==> src/rtl/tictactoe_pkg.sv <==
// Shared definitions for the tic-tac-toe game controller.
//   - cell codes (also used for player and winner encodings)
//   - FSM state type
//   - table of the 8 winning lines as 0-based cell index triples
//   - helpers to read and write one 2-bit cell of the packed 18-bit board
package tictactoe_pkg;

    localparam logic [1:0] EMPTY = 2'b00;
    localparam logic [1:0] P1    = 2'b01;
    localparam logic [1:0] P2    = 2'b10;
    localparam logic [1:0] TIE   = 2'b11;

    localparam int unsigned NUM_CELLS = 9;
    localparam int unsigned NUM_LINES = 8;
    localparam int unsigned MIN_POS   = 1;
    localparam int unsigned MAX_POS   = 9;

    typedef enum logic [1:0] {IDLE, TURN, CHECK, GAME_OVER} state_e;

    // Rows, columns, then the two diagonals; indices are 0-based (cell 1 -> 0).
    localparam int unsigned WIN_LINES [NUM_LINES][3] = '{
        '{0, 1, 2}, '{3, 4, 5}, '{6, 7, 8},
        '{0, 3, 6}, '{1, 4, 7}, '{2, 5, 8},
        '{0, 4, 8}, '{2, 4, 6}
    };

    // Cell idx (0-based) lives in bits [2*idx+1:2*idx].
    function automatic logic [1:0] get_cell(input logic [17:0] b, input int unsigned idx);
        logic [17:0] shifted;
        shifted = b >> (2 * idx);
        return shifted[1:0];
    endfunction

    function automatic logic [17:0] set_cell(input logic [17:0] b, input int unsigned idx,
                                             input logic [1:0] v);
        logic [17:0] mask;
        mask = 18'(2'b11) << (2 * idx);
        return (b & ~mask) | (18'(v) << (2 * idx));
    endfunction

endpackage

==> src/rtl/tictactoe_game_controller_if.sv <==
// Move handshake between the input/debounce logic and the game controller.
//   move_valid : a move is offered on move_pos
//   move_pos   : target cell 1..9, row-major
//   move_ready : controller can accept a move this cycle
// master = move source, slave = game controller.
interface tictactoe_game_controller_if;

    logic       move_valid;
    logic [3:0] move_pos;
    logic       move_ready;

    modport master (
        output move_valid,
        output move_pos,
        input  move_ready
    );

    modport slave (
        input  move_valid,
        input  move_pos,
        output move_ready
    );

endinterface

==> src/rtl/board_line_check.sv <==
// Combinational line checker.
//   board  : packed 3x3 board, 2 bits per cell
//   player : player code to test for a completed line
//   win    : player owns all three cells of at least one of the 8 lines
//   full   : no empty cell remains
module board_line_check
    import tictactoe_pkg::*;
(
    input  logic [17:0] board,
    input  logic [1:0]  player,
    output logic        win,
    output logic        full
);

    always_comb begin
        win  = 1'b0;
        full = 1'b1;
        for (int unsigned l = 0; l < NUM_LINES; l++) begin
            if (player != EMPTY &&
                get_cell(board, WIN_LINES[l][0]) == player &&
                get_cell(board, WIN_LINES[l][1]) == player &&
                get_cell(board, WIN_LINES[l][2]) == player) begin
                win = 1'b1;
            end
        end
        for (int unsigned c = 0; c < NUM_CELLS; c++) begin
            if (get_cell(board, c) == EMPTY) begin
                full = 1'b0;
            end
        end
    end

endmodule

==> src/rtl/tictactoe_game_controller.sv <==
// Two-player tic-tac-toe sequencer: owns the board, the turn FSM and the per-turn timer.
//   clock, reset_n : clock and asynchronous active-low reset
//   start          : begins a new game from IDLE or GAME_OVER
//   move_bus       : move handshake (valid/pos in, ready out)
//   board          : cell k in bits [2k-1:2k-2]; 00 empty, 01 P1, 10 P2
//   current_player : player to move during TURN/CHECK, 00 otherwise
//   winner         : 00 none, 01 P1, 10 P2, 11 tie
//   game_over      : high in GAME_OVER
//   move_error     : one-cycle pulse on a rejected move
//   timeout        : one-cycle pulse on turn expiry
module tictactoe_game_controller
    import tictactoe_pkg::*;
#(
    parameter int unsigned TIMEOUT_CYCLES = 250000000
) (
    input  logic                        clock,
    input  logic                        reset_n,
    input  logic                        start,
    tictactoe_game_controller_if.slave  move_bus,
    output logic [17:0]                 board,
    output logic [1:0]                  current_player,
    output logic [1:0]                  winner,
    output logic                        game_over,
    output logic                        move_error,
    output logic                        timeout
);

    localparam int unsigned   TW         = $clog2(TIMEOUT_CYCLES);
    localparam logic [TW-1:0] TIMER_LAST = TW'(TIMEOUT_CYCLES - 1);
    localparam logic [TW-1:0] TIMER_ONE  = TW'(1);

    state_e        state_q, state_d;
    logic [17:0]   board_q, board_d;
    logic [1:0]    player_q, player_d;
    logic [1:0]    winner_q, winner_d;
    logic [TW-1:0] timer_q, timer_d;

    logic          ready;
    logic          line_win, board_full;
    logic          target_empty, free_found, legal;
    int unsigned   pos, free_idx;

    // Only meaningful in CHECK, where board_q already holds the just-placed mark.
    board_line_check u_line_check (
        .board  (board_q),
        .player (player_q),
        .win    (line_win),
        .full   (board_full)
    );

    always_ff @(posedge clock or negedge reset_n) begin
        if (!reset_n) begin
            state_q  <= IDLE;
            board_q  <= '0;
            player_q <= EMPTY;
            winner_q <= EMPTY;
            timer_q  <= '0;
        end else begin
            state_q  <= state_d;
            board_q  <= board_d;
            player_q <= player_d;
            winner_q <= winner_d;
            timer_q  <= timer_d;
        end
    end

    always_comb begin
        state_d      = state_q;
        board_d      = board_q;
        player_d     = player_q;
        winner_d     = winner_q;
        timer_d      = timer_q;
        ready        = 1'b0;
        move_error   = 1'b0;
        timeout      = 1'b0;
        pos          = {28'd0, move_bus.move_pos};
        target_empty = 1'b0;
        free_found   = 1'b0;
        free_idx     = 0;

        // Occupancy of the offered cell, and the lowest empty cell for auto-placement.
        for (int unsigned c = 0; c < NUM_CELLS; c++) begin
            if (c + 1 == pos) begin
                target_empty = (get_cell(board_q, c) == EMPTY);
            end
            if (!free_found && get_cell(board_q, c) == EMPTY) begin
                free_found = 1'b1;
                free_idx   = c;
            end
        end
        legal = (pos >= MIN_POS) && (pos <= MAX_POS) && target_empty;

        unique case (state_q)
            IDLE, GAME_OVER: begin
                if (start) begin
                    board_d  = '0;
                    winner_d = EMPTY;
                    player_d = P1;
                    timer_d  = '0;
                    state_d  = TURN;
                end
            end
            TURN: begin
                ready   = 1'b1;
                timer_d = timer_q + TIMER_ONE;
                if (move_bus.move_valid && legal) begin
                    // A legal move on the expiry cycle beats the timeout.
                    board_d = set_cell(board_q, pos - 1, player_q);
                    state_d = CHECK;
                end else begin
                    move_error = move_bus.move_valid;
                    if (timer_q == TIMER_LAST) begin
                        timeout = 1'b1;
                        board_d = set_cell(board_q, free_idx, player_q);
                        state_d = CHECK;
                    end
                end
            end
            CHECK: begin
                if (line_win) begin
                    winner_d = player_q;
                    player_d = EMPTY;
                    state_d  = GAME_OVER;
                end else if (board_full) begin
                    winner_d = TIE;
                    player_d = EMPTY;
                    state_d  = GAME_OVER;
                end else begin
                    player_d = (player_q == P1) ? P2 : P1;
                    timer_d  = '0;
                    state_d  = TURN;
                end
            end
            default: state_d = IDLE;
        endcase
    end

    assign move_bus.move_ready = ready;
    assign board               = board_q;
    assign current_player      = player_q;
    assign winner              = winner_q;
    assign game_over           = (state_q == GAME_OVER);

endmodule

==> src/flat_wrapper.sv <==
// flat-port wrapper written by rule: the top's interface ports become plain ports
module tictactoe_game_controller_flat import tictactoe_pkg::*;
#(
    parameter int unsigned TIMEOUT_CYCLES = 250000000
)
  (clock, reset_n, start, board, current_player, winner, game_over, move_error, timeout, move_bus_move_valid, move_bus_move_pos, move_bus_move_ready);
  tictactoe_game_controller_if move_bus_i ();
  input  logic clock;
  input  logic reset_n;
  input  logic start;
  output logic [17:0] board;
  output logic [1:0] current_player;
  output logic [1:0] winner;
  output logic game_over;
  output logic move_error;
  output logic timeout;
  input wire logic [$bits(move_bus_i.move_valid)-1:0] move_bus_move_valid;
  input wire logic [$bits(move_bus_i.move_pos)-1:0] move_bus_move_pos;
  output wire logic [$bits(move_bus_i.move_ready)-1:0] move_bus_move_ready;
  assign move_bus_i.move_valid = move_bus_move_valid;
  assign move_bus_i.move_pos = move_bus_move_pos;
  assign move_bus_move_ready = move_bus_i.move_ready;
  tictactoe_game_controller #(.TIMEOUT_CYCLES(TIMEOUT_CYCLES)) u_core (.clock(clock), .reset_n(reset_n), .start(start), .move_bus(move_bus_i), .board(board), .current_player(current_player), .winner(winner), .game_over(game_over), .move_error(move_error), .timeout(timeout));
endmodule
==> config.mk <==
export PLATFORM = sky130hd
export DESIGN_NAME = tictactoe_game_controller_flat
export DESIGN_NICKNAME = d
export VERILOG_FILES = /design/src/rtl/tictactoe_pkg.sv /design/src/rtl/tictactoe_game_controller_if.sv /design/src/rtl/board_line_check.sv /design/src/rtl/tictactoe_game_controller.sv /design/src/flat_wrapper.sv
export SDC_FILE = /design/constraint.sdc
export NUM_CORES = 1
export LEC_CHECK = 0
export CORE_MARGIN = 2
export CORE_UTILIZATION = 65
export DETAILED_ROUTE_END_ITERATION = 12
export DONT_BUFFER_PORTS = 1
export GPL_TIMING_DRIVEN = 0
export PLACE_DENSITY_LB_ADDON = 0.05
export SETUP_SLACK_MARGIN = 0.02
export SLEW_MARGIN = 0
export SYNTH_ARGS = -nofsm -noshare
export SYNTH_HDL_FRONTEND = slang
export SYNTH_SLANG_ARGS = --single-unit
==> constraint.sdc <==
create_clock -name clock -period 3.2 [get_ports clock]
set_input_delay 0.32 -clock clock [delete_from_list [all_inputs] [get_ports clock]]
set_output_delay 0.32 -clock clock [all_outputs]
set_load 0.01 [all_outputs]
==> flow_summary.json, run 1 <==
{
  "status": "finished clean",
  "grt_setup_unrepaired": "yes",
  "cts_inserted_buffers": 5,
  "nFillCells": 463,
  "die_w_um": 82.6,
  "period_minus_slack_ns": 3.08,
  "postCtsSetupBuffers": 0,
  "track_usage": 0.349,
  "final-setup-viol-count": 0,
  "finalSetupTns_ns": 0,
  "place.gp.congestion": 1.03,
  "row_count": 28,
  "dp_hpwl_um": 8290,
  "hp-class": "in -> reg",
  "synthesis.area_um2": 4020,
  "final_area_um2": 4300,
  "maxSlewHeadroom": 0.566,
  "nets": 520,
  "crit_fanout": 10,
  "dr.pass1.iters": 5,
  "port_buffers": 0,
  "grt_pass1_vias": 3848,
  "viasPerCell": 7.26,
  "cts.path.max_buffers": 2,
  "antenna_found_initial": 0,
  "dr_total_vias": 4205,
  "finClkSkew_ns": 0.0129,
  "worst_pin_slew_ns": 0.648,
  "chipHeight_um": 82.6,
  "placed_cell_area_um2": 4110,
  "min-delay-start": "start",
  "cts_max_level": 2,
  "drt_iter0_markers": 307,
  "drc": 0,
  "powerDensity_nw_per_um2": 744,
  "grt_start_max_net_pins": 53,
  "hold_viol": 0,
  "timing.final.max_slew_violations": 0,
  "finalCritPeriodShare": 0.963,
  "clk_pin_slew_ns": 0.11,
  "place_ws_ns": 0.0329,
  "fp.dieArea_um2": 6830,
  "clock_latency_ns": 0.32,
  "worst_setup_path_end_kind": "output port",
  "synth.distinct_cells": 57,
  "syn_inst": 494,
  "overflow": 0,
  "setup_ws_ns": 0.117,
  "hold_ws_ns": 0.161,
  "core_um2": 5960,
  "timing.rr.start": "u_core.board[16]$_DFFE_PN0P_",
  "synth_edf_count": 0,
  "ys_seq_area_frac": 0.324,
  "maxCapViolCount": 0,
  "synth_ff_type": "dfrtp_1",
  "drt_wl_total_um": 11700,
  "synthArstFlopShare": 1.00,
  "start_kind": "flip-flop",
  "ys_ff_latch": 52,
  "diodes": 0,
  "max_freq_ghz": 0.324,
  "start_util": 0.675,
  "worst_ep_required_time_ns": 2.88,
  "drive_gt1_frac": 0.0833,
  "cts_root_buffer": "clkbuf_8",
  "crit_type": "reg -> out",
  "grt_pass1_wl_um": 18300,
  "layout_commonest_cell": "dfrtp_1",
  "peakVddDrop_v": 0.000489,
  "layout_common_cells": "dfrtp_1 (52), a21oi_1 (50), o21ai_0 (32), nor2_1 (26), and3_1 (26)",
  "cts_tree": "done",
  "area_growth_pct": 6.88,
  "critPathArrivalTime_ns": 2.76,
  "wl_per_cell_um": 20.1,
  "drtAntennaViolNets": 0,
  "avgSynthCellArea_um2": 8.14,
  "crit_start": "u_core.board[16]$_DFFE_PN0P_",
  "ys_warn_count": 0,
  "synth_nets": 511,
  "clock-sinks": 52,
  "pin_count": 34,
  "leakagePower_nw": 1.79
}
[synth_stat cells, drive strengths merged, types with 15 or more instances]
library cell | number | area [µm²]
nor2 | 26 | 97.6
o31ai | 15 | 113
a21oi | 50 | 250
o21ai | 33 | 165
nand4 | 15 | 93.8
mux2i | 16 | 160
nand3 | 22 | 110
nand2 | 24 | 90.1
and3 | 26 | 163
buf | 18 | 108
clkbuf | 23 | 86.3
nor3 | 26 | 135
dfrtp | 52 | 1300
[cell families after synthesis]
logic type	Yosys count	share of synthesized area
adder cells (fa/ha/maj)	9	0.0280
multiplexers	16	0.0398
AO/OA/AOI/OAI	165	0.265
flip-flops	52	0.324
XOR/XNOR	5	0.0109
buffers and inverters	52	0.0585
AND/OR/NAND/NOR	195	0.274
[power breakdown]
group	leakage, nW	total (mW)	internal [mW]	switching (mW)
Clock	0.0548	0.475	0.236	0.239
Combinational	1.03	1.74	0.587	1.15
Sequential	0.707	0.986	0.768	0.218
Total	1.79	3.20	1.59	1.61
[stage by stage]
step / util / power, mW / instances
after CTS: 0.717 / 3.13 / 579
after floorplan: - / 2.19 / 494
after global placement: 0.691 / 2.59 / 569
after global routing: 0.721 / 3.40 / 579
final: 0.721 / 3.20 / 579
after detailed placement: 0.691 / 2.63 / 569
[final cells by class]
class / count / area (µm²) / share of cell area
inverters: 11 / 41.3 / 0.00961
multi-input cells: 390 / 2510 / 0.585
repair buffers: 2 / 37.5 / 0.00874
well taps: 75 / 93.8 / 0.0218
clock inverters: 3 / 46.3 / 0.0108
plain buffers: 41 / 195 / 0.0454
flip-flops and latches: 52 / 1300 / 0.303
clock buffers: 5 / 68.8 / 0.0160
[worst paths after layout]
check | to | slack [ns] | depth (start not counted)
max | timeout | 0.12 | 7
max reg2reg | u_core.board[1]$_DFFE_PN0P_ | 0.21 | 8
min reg2reg | u_core.timer_q[10]$_DFFE_PN0P_ | 0.53 | 1
min in group asynchronous | u_core.state_q[0]$_DFFE_PN0P_ | 0.51 | 2
min | u_core.current_player[0]$_DFFE_PN0P_ | 0.16 | 2
max in group asynchronous | u_core.board[1]$_DFFE_PN0P_ | 2.46 | 2
[critical path, stage by stage, from the launching register on]
cell and delay, ns:
dfrtp_1 0.47, clkbuf_1 0.28, or2_2 0.38, a31oi_1 0.22
o221ai_1 0.23, a31oi_2 0.42, clkbuf_2 0.33, nor3_2 0.12
[timing repair]
| item | 4_1_cts | 5_1_grt |
|---|---|---|
| gates resized for setup | 1 | 6 |
| hold endpoints to repair | 52 | 0 |
| hold buffers | 2 | 0 |
| setup endpoints to repair | 1 | 25 |
| pin swaps | 0 | 0 |
[state kept, by name, summed over array words and instances (netlist names)]
register / count
u_core.current_player: 2
u_core.winner: 2
u_core.timer_q: 28
u_core.board: 18
u_core.state_q: 2
[routing by layer]
layer	track usage	share of wire	vias to the layer above	routed length (µm)
met5	0	0	-	0
met4	0.162	0.031	0	365
met3	0.0467	0.074	37	863
met2	0.595	0.49	236	5680
met1	0.438	0.41	2017	4750
li1	-	-	1915	-
No activity file was read; power rests on OpenSTA's default activity.
==> run 2, diff against run 1 <==
Settings changed: MAX_ROUTING_LAYER set to met4.
==> run 2 against run 1 <==
Wire length decreased by 0.54%. Combinational power about the same. Sequential power about the same. Clock-buffer cell count unchanged. Clock skew shrank 0.0052 ns. Fmax increased by 2.7%.
==> flow_summary.json, run 2 (synthesis results as in run 1) <==
{
  "port_buffers": 0,
  "worst_setup_path_end_kind": "flip-flop",
  "cts_max_level": 2,
  "chipHeight_um": 82.6,
  "setup_ws_ns": 0.197,
  "area_growth_pct": 7.63,
  "peakVddDrop_v": 0.000532,
  "place.gp.congestion": 1.01,
  "max_stage_delay_ns": 0.45,
  "worst_ep_required_time_ns": 3.37,
  "grt_setup_unrepaired": "yes",
  "cts_root_buffer": "clkbuf_8",
  "maxCapViolCount": 0,
  "crit_type": "reg -> reg",
  "max_freq_ghz": 0.333,
  "drive_gt1_frac": 0.0833,
  "finClkSkew_ns": 0.00765,
  "hold_ws_ns": 0.159,
  "place_inst": 569,
  "finalSetupTns_ns": 0,
  "p_total_mw": 3.33,
  "met2_usage": 0.594,
  "powerDensity_nw_per_um2": 771,
  "core_um2": 5960,
  "dr.pass1.iters": 7,
  "layout_common_cells": "dfrtp_1 (52), a21oi_1 (50), o21ai_0 (32), nor2_1 (26), and3_1 (26)",
  "fp.dieArea_um2": 6830,
  "final_util": 0.726,
  "leakagePower_nw": 1.81,
  "clock_latency_ns": 0.31,
  "grt_pass1_wl_um": 18100,
  "largest_register_ffs": 28,
  "clock-sinks": 52,
  "grt_use_met3": 0.0565,
  "gr-usage-met1": 0.420,
  "cts.path.max_buffers": 2,
  "drtAntennaViolNets": 0,
  "drt_iter0_markers": 333,
  "antenna_found_initial": 0,
  "final_area_um2": 4330,
  "pin_count": 34,
  "critPathArrivalTime_ns": 3.18,
  "period_minus_slack_ns": 3.00,
  "cp_cell_sequence": "clkbuf_1 > nor3_1 > o22ai_1 > a21oi_1 > nor4_4 > a21boi_2 > nor3_2 > clkbuf_1 > a21oi_1",
  "grt_pass1_vias": 3770,
  "overflow": 0,
  "die_w_um": 82.6,
  "grt_start_max_net_pins": 53,
  "cts_inserted_buffers": 5,
  "viasPerCell": 7.12,
  "wl_per_cell_um": 20.0,
  "slowest_stage": "dfrtp_1",
  "dr_total_vias": 4122,
  "crit_fanout": 10,
  "clk_pin_slew_ns": 0.10,
  "start_util": 0.675,
  "worst_pin_slew_ns": 0.653,
  "track_usage": 0.355,
  "row_count": 28,
  "start_kind": "flip-flop",
  "drc": 0,
  "layout_commonest_cell": "dfrtp_1",
  "final-setup-viol-count": 0,
  "regMostFlops": "u_core.timer_q",
  "place_ws_ns": 0.0606,
  "hp-class": "in -> reg",
  "final_cell_count_no_fill": 579,
  "timing.final.max_slew_violations": 0,
  "nets": 520,
  "dp_hpwl_um": 8260,
  "status": "finished clean",
  "drt_wl_total_um": 11600,
  "maxSlewHeadroom": 0.563,
  "cts_tree": "done",
  "placed_cell_area_um2": 4110,
  "grt_most_used_layer": "met2",
  "diodes": 0,
  "finalCritPeriodShare": 0.938,
  "hold_viol": 0
}
==> run 2: cell count changes in the layout (fill, tap and decap cells not counted), sizes merged <==
| cell | delta |
|---|---|
| clkinvlp | -1 |
| inv | -1 |
| bufinv | +2 |
==> run 2: worst max-delay path: cells and delay by family, from the launching register on <==
kind / cells / cell delay (ns)
AOI/OAI and AO/OA: 4 / 0.62
buffers and inverters: 2 / 0.82
DFF: 1 / 0.45
and+or+nand+nor: 3 / 0.97
==> run 2: path summary, 6_finish.rpt <==
path                       slack, ns                           start  cells past startpoint                                   end
setup / recovery                0.20    u_core.board[16]$_DFFE_PN0P_                      9        u_core.timer_q[21]$_DFFE_PN0P_
hold / removal                  0.16                           start                      2  u_core.current_player[0]$_DFFE_PN0P_
max in group asynchronous       2.44                         reset_n                      2        u_core.timer_q[18]$_DFFE_PN0P_
setup reg to reg                0.20    u_core.board[16]$_DFFE_PN0P_                      9        u_core.timer_q[21]$_DFFE_PN0P_
hold reg to reg                 0.49  u_core.timer_q[10]$_DFFE_PN0P_                      1        u_core.timer_q[10]$_DFFE_PN0P_
min in group asynchronous       0.52                         reset_n                      2         u_core.timer_q[5]$_DFFE_PN0P_
==> run 2: metal layers <==
metal / vias up / part of all wire / wire [µm]
li1: 1922 / - / -
met1: 1931 / 0.41 / 4760
met2: 218 / 0.48 / 5550
met3: 51 / 0.076 / 887
met4: 0 / 0.035 / 405
met5: - / 0 / 0
==> run 2: area by class of cell <==
cell class / count / area (µm²)
sequential: 52 / 1300
clock buffer: 5 / 68.8
tap: 75 / 93.8
inverter: 11 / 41.3
fill: 483 / 1630
multi-input combinational: 390 / 2500
clock inverter: 3 / 90.1
buffer: 41 / 195
timing repair buffer: 2 / 37.5
==> run 2: power by group <==
part	internal, mW	total [mW]	switching (mW)
Sequential	0.768	0.987	0.219
Combinational	0.578	1.73	1.15
Clock	0.391	0.620	0.229
Total	1.74	3.33	1.60
==> run 2: timing repair <==
item,in CTS,in global routing
pin swaps,0,0
hold buffers,2,0
gates resized for setup,1,4
endpoints found under the setup margin,1,22
buffers inserted,0,0
hold endpoints to repair,52,0
